[config.mk]
export PLATFORM = sky130hd
export DESIGN_NAME = reaction_timer_core
export DESIGN_NICKNAME = d
export VERILOG_FILES = /design/src/rtl/reaction_timer_core.sv
export SDC_FILE = /design/constraint.sdc
export NUM_CORES = 1
export LEC_CHECK = 0
export CAP_MARGIN = 25
export CORE_MARGIN = 10
export CORE_UTILIZATION = 45
export CTS_CLUSTER_DIAMETER = 150
export DETAILED_ROUTE_END_ITERATION = 8
export SETUP_SLACK_MARGIN = 0.02
export SYNTH_ARGS = -nofsm -noshare
export SYNTH_HDL_FRONTEND = slang
export SYNTH_SLANG_ARGS = --single-unit
[constraint.sdc]
create_clock -name clk -period 5.3 [get_ports clk]
set_input_delay 0.53 -clock clk [delete_from_list [all_inputs] [get_ports clk]]
set_output_delay 0.53 -clock clk [all_outputs]
set_load 0.01 [all_outputs]
[src/rtl/reaction_timer_core.sv]
// Reaction-timer core: LFSR start delay, tick prescaler, saturating score, last/best registers.
// Define RT_BCD_EN to count the score in packed BCD instead of binary.
module reaction_timer_core #(
    parameter int unsigned        LFSR_W     = 8,
    parameter logic [LFSR_W-1:0]  LFSR_TAPS  = 8'h8E,
    parameter int unsigned        CNT_W      = 13,
    parameter int unsigned        BASE_DELAY = 1000,
    parameter int unsigned        RAND_SHIFT = 4,
    parameter int unsigned        SCORE_W    = 16,
    parameter int unsigned        TICK_DIV   = 50000
) (
    input  logic               clk,
    input  logic               reset,
    input  logic               start,
    input  logic               stop,
    input  logic               clear_best,
    output logic               led,
    output logic               busy,
    output logic               score_valid,
    output logic               false_start,
    output logic               timeout,
    output logic [SCORE_W-1:0] score,
    output logic [SCORE_W-1:0] best
);

    localparam int unsigned       PRE_W    = $clog2(TICK_DIV);
    localparam logic [PRE_W-1:0]  PRE_LAST = PRE_W'(TICK_DIV - 1);
`ifdef RT_BCD_EN
    localparam logic [SCORE_W-1:0] SCORE_MAX = {(SCORE_W/4){4'h9}};
`else
    localparam logic [SCORE_W-1:0] SCORE_MAX = '1;
`endif

    localparam logic [2:0] S_IDLE  = 3'd0;
    localparam logic [2:0] S_WAIT  = 3'd1;
    localparam logic [2:0] S_LIT   = 3'd2;
    localparam logic [2:0] S_DONE  = 3'd3;
    localparam logic [2:0] S_FAULT = 3'd4;

    logic [2:0]         state_q, state_d;
    logic [LFSR_W-1:0]  lfsr_q, lfsr_d;
    logic [CNT_W-1:0]   cnt_q, cnt_d;
    logic [PRE_W-1:0]   pre_q, pre_d;
    logic [SCORE_W-1:0] acc_q, acc_d;
    logic [SCORE_W-1:0] score_q, score_d;
    logic [SCORE_W-1:0] best_q, best_d;
    logic               led_q, led_d;
    logic               busy_q, busy_d;
    logic               sv_q, sv_d;
    logic               fs_q, fs_d;
    logic               to_q, to_d;
    logic               tick_c;
    logic               commit;
    logic [SCORE_W-1:0] commit_val;
    logic [SCORE_W-1:0] acc_inc;

    // One increment of the score counter, binary or per-digit BCD with carry.
    function automatic logic [SCORE_W-1:0] score_inc(input logic [SCORE_W-1:0] v);
        logic [SCORE_W-1:0] r;
        logic               carry;
        r     = v;
        carry = 1'b1;
`ifdef RT_BCD_EN
        for (int unsigned i = 0; i < SCORE_W / 4; i++) begin
            if (carry) begin
                if (r[i*4 +: 4] == 4'd9) begin
                    r[i*4 +: 4] = 4'd0;
                end else begin
                    r[i*4 +: 4] = r[i*4 +: 4] + 4'd1;
                    carry       = 1'b0;
                end
            end
        end
`else
        r = r + SCORE_W'(carry);
`endif
        return r;
    endfunction

    assign tick_c = (pre_q == PRE_LAST);

    // Next-state and registered-output logic.
    always_comb begin
        state_d    = state_q;
        cnt_d      = cnt_q;
        acc_d      = acc_q;
        score_d    = score_q;
        best_d     = best_q;
        sv_d       = 1'b0;
        fs_d       = fs_q;
        to_d       = to_q;
        commit     = 1'b0;
        commit_val = acc_q;
        pre_d      = tick_c ? '0 : pre_q + PRE_W'(1);
        acc_inc    = (acc_q == SCORE_MAX) ? acc_q : score_inc(acc_q);
        lfsr_d     = (lfsr_q >> 1) ^ (lfsr_q[0] ? LFSR_TAPS : '0);

        case (state_q)
            S_IDLE, S_DONE, S_FAULT: begin
                if (start) begin
                    state_d = S_WAIT;
                    cnt_d   = CNT_W'(BASE_DELAY) + (CNT_W'(lfsr_q) << RAND_SHIFT);
                    pre_d   = '0;
                    fs_d    = 1'b0;
                    to_d    = 1'b0;
                end
            end
            S_WAIT: begin
                if (stop) begin
                    state_d = S_FAULT;
                    fs_d    = 1'b1;
                end else if (tick_c) begin
                    if (cnt_q == '0) begin
                        state_d = S_LIT;
                        acc_d   = '0;
                        pre_d   = '0;
                    end else begin
                        cnt_d = cnt_q - CNT_W'(1);
                    end
                end
            end
            S_LIT: begin
                if (tick_c) begin
                    acc_d = acc_inc;
                end
                // Saturation outranks a simultaneous stop.
                if (tick_c && (acc_inc == SCORE_MAX)) begin
                    state_d    = S_DONE;
                    to_d       = 1'b1;
                    commit     = 1'b1;
                    commit_val = SCORE_MAX;
                end else if (stop) begin
                    state_d    = S_DONE;
                    commit     = 1'b1;
                    commit_val = tick_c ? acc_inc : acc_q;
                end
            end
            default: state_d = S_IDLE;
        endcase

        if (commit) begin
            score_d = commit_val;
            sv_d    = 1'b1;
        end
        if (clear_best) begin
            best_d = SCORE_MAX;
        end else if (commit && (commit_val < best_q)) begin
            best_d = commit_val;
        end

        led_d  = (state_d == S_LIT);
        busy_d = (state_d == S_WAIT) || (state_d == S_LIT);
    end

    always_ff @(posedge clk) begin
        if (!reset) begin
            state_q <= S_IDLE;
            lfsr_q  <= '1;
            cnt_q   <= '0;
            pre_q   <= '0;
            acc_q   <= '0;
            score_q <= '0;
            best_q  <= SCORE_MAX;
            led_q   <= 1'b0;
            busy_q  <= 1'b0;
            sv_q    <= 1'b0;
            fs_q    <= 1'b0;
            to_q    <= 1'b0;
        end else begin
            state_q <= state_d;
            lfsr_q  <= lfsr_d;
            cnt_q   <= cnt_d;
            pre_q   <= pre_d;
            acc_q   <= acc_d;
            score_q <= score_d;
            best_q  <= best_d;
            led_q   <= led_d;
            busy_q  <= busy_d;
            sv_q    <= sv_d;
            fs_q    <= fs_d;
            to_q    <= to_d;
        end
    end

    assign led         = led_q;
    assign busy        = busy_q;
    assign score_valid = sv_q;
    assign false_start = fs_q;
    assign timeout     = to_q;
    assign score       = score_q;
    assign best        = best_q;

endmodule
After elaboration in Yosys (flattened, before gate mapping)
Cells that the tools add are included.
Widths: inputs -> output; s select.
{"block": "totals", "input_bits": 5, "out_inout_bits": 37, "memories": 0, "latchBits": 0, "rom_bits": 0, "ramBits": 0, "reg_bits": 93, "elab_cells": 86}
{"block": "op_classes", "n_mux": 37, "n_reduce_logical": 14, "eq_ne": 16, "mul": 0, "n_lt_le_gt_ge": 1, "n_div": 0, "addsub": 4, "n_shift": 0, "bitwise_logic": 2}
{"op": "$mux 16", "count": 13}
{"op": "$pmux 16 s2", "count": 2}
{"op": "$mux 13", "count": 4}
{"op": "$eq 16x16->1 const B", "count": 3}
{"op": "$add 16x1->16 const B", "count": 2}
{"op": "$pmux 13 s2", "count": 1}
{"op": "$mux 3", "count": 6}
{"op": "$lt 16x16->1", "count": 1}
{"op": "$ne 2x2->1 const B", "count": 7}
{"op": "$add 10x12->13 const A", "count": 1}
{"op": "$logic_not 13->1", "count": 1}
{"op": "$sub 13x1->13 const B", "count": 1}
{"op": "$eq 3x2->1 const B", "count": 3}
{"op": "$pmux 3 s3", "count": 1}
{"op": "$mux 8", "count": 1}
{"op": "$xor 7x8->8", "count": 1}
{"op": "$mux 1", "count": 7}
{"op": "$eq 3x1->1 const B", "count": 2}
{"op": "$reduce_and 3->1", "count": 2}
{"op": "$reduce_bool 2->1", "count": 3}
{"op": "$reduce_and 5->1", "count": 1}
{"op": "$pmux 1 s2", "count": 2}
{"op": "$reduce_and 4->1", "count": 1}
{"op": "$eq 3x3->1 const B", "count": 1}
{"op": "6 further kinds", "count": 7}

Logic depth before layout (Yosys ltp)
{"block": "logic_depth", "depth_word": 8, "mapped_depth": 19, "ltp_nobuf": 17}

Worst setup path before layout
No wires, ideal clock.
{"block": "synth_timing", "kind": "register -> register", "start": "register acc_q[0]", "end": "register best_q[1] (netlist: best[1])", "period_less_slack_ns": 4.322, "n_path_buf": 3, "setup_time_ns": 0.120, "path_stages_with_launch": 19, "t_arrival_ns": 4.202, "slack_ns": 0.978, "t_required_ns": 5.180, "cell_sequence": "dfxtp_1 ha_1 nand4_1 nor4_1 clkbuf_1 nor3_1 o22a_1 nand3_1 buf_2 nand3_1 a21o_1 ha_1 a21o_1 a21oi_1 a2111oi_0 o31a_2 buf_6 o211ai_1 o31a_1"}
{"block": "synth_via", "elab_chain_cells": 8, "elab_cells_between_ends": 13, "cone_classes": "add/sub: 1; order compare: 1; eq/ne: 2; mux: 7; reduce/logical: 2"}
{"element": "start, declared", "line": "44", "rtl": "logic [SCORE_W-1:0] acc_q, acc_d;"}
{"element": "start signal, assigned", "line": "161", "rtl": "acc_q <= '0;"}
{"element": "start signal, assigned", "line": "174", "rtl": "acc_q <= acc_d;"}
{"element": "$add 16x1->16 / $eq 16x16->1 (equally long branches)", "line": "75, 95"}
{"element": "$mux 16 (*)", "line": "95", "rtl": "acc_inc = (acc_q == SCORE_MAX) ? acc_q : score_inc(acc_q);"}
{"element": "$eq 16x16->1 / $mux 16 (equally long branches)"}
{"element": "$logic_and 1x1->1 / $mux 16 (equally long branches)", "line": "127, 132"}
{"element": "$mux 16 (*)", "line": "127", "rtl": "if (tick_c && (acc_inc == SCORE_MAX)) begin"}
{"element": "$mux 16 (*)", "line": "98", "rtl": "case (state_q)"}
{"element": "net commit_val[6]", "line": "54", "rtl": "logic [SCORE_W-1:0] commit_val;"}
{"element": "$lt 16x16->1 (*)", "line": "147", "rtl": "end else if (commit && (commit_val < best_q)) begin"}
{"element": "$logic_and 1x1->1 (*)", "line": "147"}
{"element": "end signal, assigned", "line": "176", "rtl": "best_q <= best_d;"}
{"element": "end, declared", "line": "46", "rtl": "logic [SCORE_W-1:0] best_q, best_d;"}
Mark *: on every way through the listed nets, which the timed path passes. The rest lies on a longest branch.
A chain may end at the register's enable or synchronous reset.

Worst setup path after layout
{"block": "layout_timing", "start": "register acc_q[5]", "end": "register best_q[1] (netlist: best[1])"}
The elaborated chain is that of the path after synthesis.

==> metrics.sh <==
LAYOUT-AREA-OVERHEAD-VS-SYNTH_PCT=15.82
DETAIL_ROUTE.FIRST_PASS.ITERATIONS=5
SYNTHESIS.NETS=714
FINALWORSTPATHREQUIREDPERIOD_PS=4922
CLOCK_SINK_COUNT=93
STATUS='completed'
DR_TOTAL_VIAS=5211
FILLERINSTANCES=1136
POWER_TOTAL_mW=1.418
ANTENNADIODECOUNT=0
CRIT-REG2REG-LAUNCH='acc_q[5]'
YS_SEQ_ELEMENTS=93
CP_DATA_ARRIVAL_TIME_PS=5160
FINAL.SETUP.WORST_SLACK_PS=377.9
SYNTH_LARGEST_AREA_CELL='sky130_fd_sc_hd__dfxtp_1'
NUM_ROWS=40
POST-PLACE-WS_PS=543.2
CRITPATHMAXFANOUT=13
PATH_CLASS='flip-flop to flip-flop'
CP-STARTPOINT='acc_q[5]'
REPORT.FINAL.SETUP_VIOL=0
P_LEAK_nW=2.569
STARTPOINT_TYPE='flip-flop'
GRT_PASS1_WL_MM=25.85
TIMING_MAX_TRANSITION_VIOLATIONS_FINAL=0
CLK_PATH_BUF_DEPTH=2
DIE-AREA_MM2=0.01689
ROUTED_WL_MM=15.48
DIE_HEIGHT_UM=130.0
ACHIEVABLE-FREQUENCY_MHz=203.2
GRT_OVERFLOW_TOTAL=0
SYNTH_ASYNC_SR_FLOP_SHARE_PCT=0
CLOCK_SKEW_PS=11.36
DR.FIRST_ITER.DRC_COUNT=442
CLOCKROOTBUFFER='sky130_fd_sc_hd__clkbuf_16'
FINALHOLDVIOLCOUNT=0
FLOORPLAN.CORE_AREA_MM2=0.01191
HOLD_PATH.STARTPOINT='pre_q[0]'
MAX_CAP_VIOL_COUNT=0
HOLDCRITPATHCLASS='flip-flop to flip-flop'
RSZ0062_AT_GRT='false'
INITIAL_CORE_UTIL_PCT=45.69
GRT_START_MAX_NET_PINS=38
SYNTH_CELLS=690
TOTALNEGATIVESETUPSLACK_PS=0
GRT_PASS1_VIAS=4969
TIMING.SLEW.HEADROOM_PCT=34.81
CLOCK_SLEW_AT_REPORTED_PATH_FFS_PS=60
SYNTH.TOP_CELL.AREA_SHARE_PCT=34.21
ROUTED_VIAS_INST=5.955
POWER_PER_CELL_AREA_mW_PER_MM2=225.0
PLACED_CELL_AREA_MM2=0.006030
IR_WORST_VDD_uV=146.4
TRITONCTS='built'
POSTROUTEANTENNANETS=0
YOSYS_WARNINGS=0
SYNTH_AREA_LEADERS='sky130_fd_sc_hd__dfxtp_1 34%, sky130_fd_sc_hd__nor2_1 6.0%, sky130_fd_sc_hd__ha_1 4.4%'
POST_SYNTH.CELL_AREA_AVG_UM2=7.888
GLOBAL_ROUTE.USAGE.TOTAL_PCT=18.99
POST_ROUTE_CELLS_DRIVE_ABOVE_1_SHARE_PCT=8.654
TIMING.CRITICAL_PATH.TO_TYPE='flip-flop'
NUMBER_OF_RESIZED_INSTANCES_IN_THE_POST_CTS_REPAIR_STEP=0
PLACE.PORT_BUFFERS=41
PORTION_OF_THE_POST_SYNTHESIS_AREA_USED_BY_SEQUENTIAL_ELEMENTS_PCT=34.21
CRIT_SHARE_POST_ROUTE_PCT=92.87
WORST_HOLD_SLACK_ACROSS_ALL_ENDPOINTS_PS=440.7
POST-ROUTE-DRC-COUNT=0
NETLIST-CELL-TYPE-COUNT=71
POSTCTSSETUPBUFFERS=0
INITIAL_ANTENNA_VIOLATION_COUNT=0
H_TREE_LEVEL_COUNT=3
CLKLATENCYLATEPIN_PS=350
RD_PLACE_CONGESTION=0.9026
CTS_MADE_BUFFERS=9
CTS-HOLD-FIX-BUFFERS=0
SYNTH-EDFF-COUNT=0
CRITICAL_PATH_REQUIRED_PS=5540
FINAL_CELL_AREA_MM2=0.006304
YS_DOMINANT_REG_CELL='sky130_fd_sc_hd__dfxtp_1'
CHIPWIDTH_UM=130.0
TIMING_WORST_SLEW_PIN_VALUE_PS=974.3
NUMBER_OF_NETS_IN_THE_FINAL_LAYOUT=748
BOUNDARYPINS=42
NETLIST_AREA_PRE_PLACE_MM2=0.005443
POST_DRT_WL_PER_CELL_UM=17.69
DP_HPWL_MM=11.43
MULTI_INPUT_GATE_AREA_IN_THE_FINAL_LAYOUT_MM2=0.003299
SEQ_AREA_MM2=0.001862
-- cell type report --
cell class	instances	area share, %
sequential	93	29.54
timing repair buffer	64	9.250
clock buffer	10	3.632
multi-input combinational	527	52.34
inverter	29	1.727
clock inverter	5	0.5955
tap	147	2.918
-- worst max-delay path, stage by stage (launching register included) --
cell and delay (ps):
sky130_fd_sc_hd__dfxtp_1 600, sky130_fd_sc_hd__nand3_1 360, sky130_fd_sc_hd__nor4_1 360, sky130_fd_sc_hd__buf_4 230, sky130_fd_sc_hd__a21oi_1 100, sky130_fd_sc_hd__nor4_1 440, sky130_fd_sc_hd__nand3_1 380, sky130_fd_sc_hd__a211oi_1 380
sky130_fd_sc_hd__a21o_1 140, sky130_fd_sc_hd__ha_1 240, sky130_fd_sc_hd__a21o_1 160, sky130_fd_sc_hd__a21oi_1 230, sky130_fd_sc_hd__nand2_1 150, sky130_fd_sc_hd__o31ai_2 520, sky130_fd_sc_hd__nand2_2 240, sky130_fd_sc_hd__o31a_1 280
-- per-stage QoR --
step / utilization (%) / instances
global route: 52.92 / 875
detailed placement: 50.62 / 859
finish: 52.92 / 875
floorplan: - / 690
global placement: 50.62 / 859
CTS: 52.86 / 874
-- cells in the mapped netlist, drive strengths merged (11+ instances only) --
cell type  number
buf            12
o21a           11
o22ai          14
o21ai          29
xor2           24
dfxtp          93
nor2           89
xnor2          17
nand3          31
nor4           14
and3           14
nand4          16
o211ai         12
a31oi          14
ha             19
clkbuf         29
inv            29
nor3           27
a21oi          44
nand2          61
-- state kept, by name (all words and copies together) (netlist names), 3 cells and up --
register  flops
state_q       3
pre_q        16
acc_q        16
best         16
lfsr_q        8
cnt_q        13
score        16
-- placed cells by master, fill, tap and decap left out, types with 5 or more instances in the layout --
cell                              synthesis  routed
sky130_fd_sc_hd__a211oi_1                 7       7
sky130_fd_sc_hd__a21o_1                   9       9
sky130_fd_sc_hd__a21oi_1                 44      44
sky130_fd_sc_hd__a22oi_1                  6       6
sky130_fd_sc_hd__a31oi_1                 14      14
sky130_fd_sc_hd__and3_1                  14      14
sky130_fd_sc_hd__buf_4                    1      23
sky130_fd_sc_hd__clkbuf_16                0       9
sky130_fd_sc_hd__clkdlybuf4s50_1          0      41
sky130_fd_sc_hd__dfxtp_1                 93      93
sky130_fd_sc_hd__ha_1                    19      19
sky130_fd_sc_hd__inv_1                   28      28
sky130_fd_sc_hd__nand2_1                 60      60
sky130_fd_sc_hd__nand2b_1                 6       6
sky130_fd_sc_hd__nand3_1                 30      30
sky130_fd_sc_hd__nand4_1                 15      15
sky130_fd_sc_hd__nor2_1                  87      87
sky130_fd_sc_hd__nor3_1                  27      26
sky130_fd_sc_hd__nor4_1                  13      13
sky130_fd_sc_hd__o211a_1                  5       5
sky130_fd_sc_hd__o211ai_1                 7       7
sky130_fd_sc_hd__o211ai_2                 5       5
sky130_fd_sc_hd__o21a_1                  11      11
sky130_fd_sc_hd__o21ai_0                 27      27
sky130_fd_sc_hd__o22ai_1                 13      13
sky130_fd_sc_hd__or3_1                    5       5
sky130_fd_sc_hd__xnor2_1                 17      17
sky130_fd_sc_hd__xor2_1                  24      24
-- report_power, final --
group | internal [mW] | switching, mW | total [mW]
logic | 0.0361 | 0.0627 | 0.0988
registers | 0.713 | 0.0133 | 0.726
clock network | 0.317 | 0.277 | 0.594
-- path summary, 6_finish.rpt --
path,to,slack [ps],depth (start not counted)
worst max-delay path,best[1],380,15
worst min-delay path,pre_q[0],440,1
worst max register to register,best[1],380,15
worst min register to register,pre_q[0],440,1
-- layer usage --
metal  track usage, %  part of all wire [%]
met1            26.50                    49
met2            28.75                    44
met3            3.327                   5.9
met4            6.680                   1.7
met5                0                     0
-- cells by family after synthesis --
logic type / synth area share, %
buf+inv: 5.264
mux: 0.5517
flops: 34.21
simple gates: 26.69
compound gates: 22.14
fa+ha+maj: 4.552
xor+xnor: 6.598
Power figures use the tool's default switching activity.
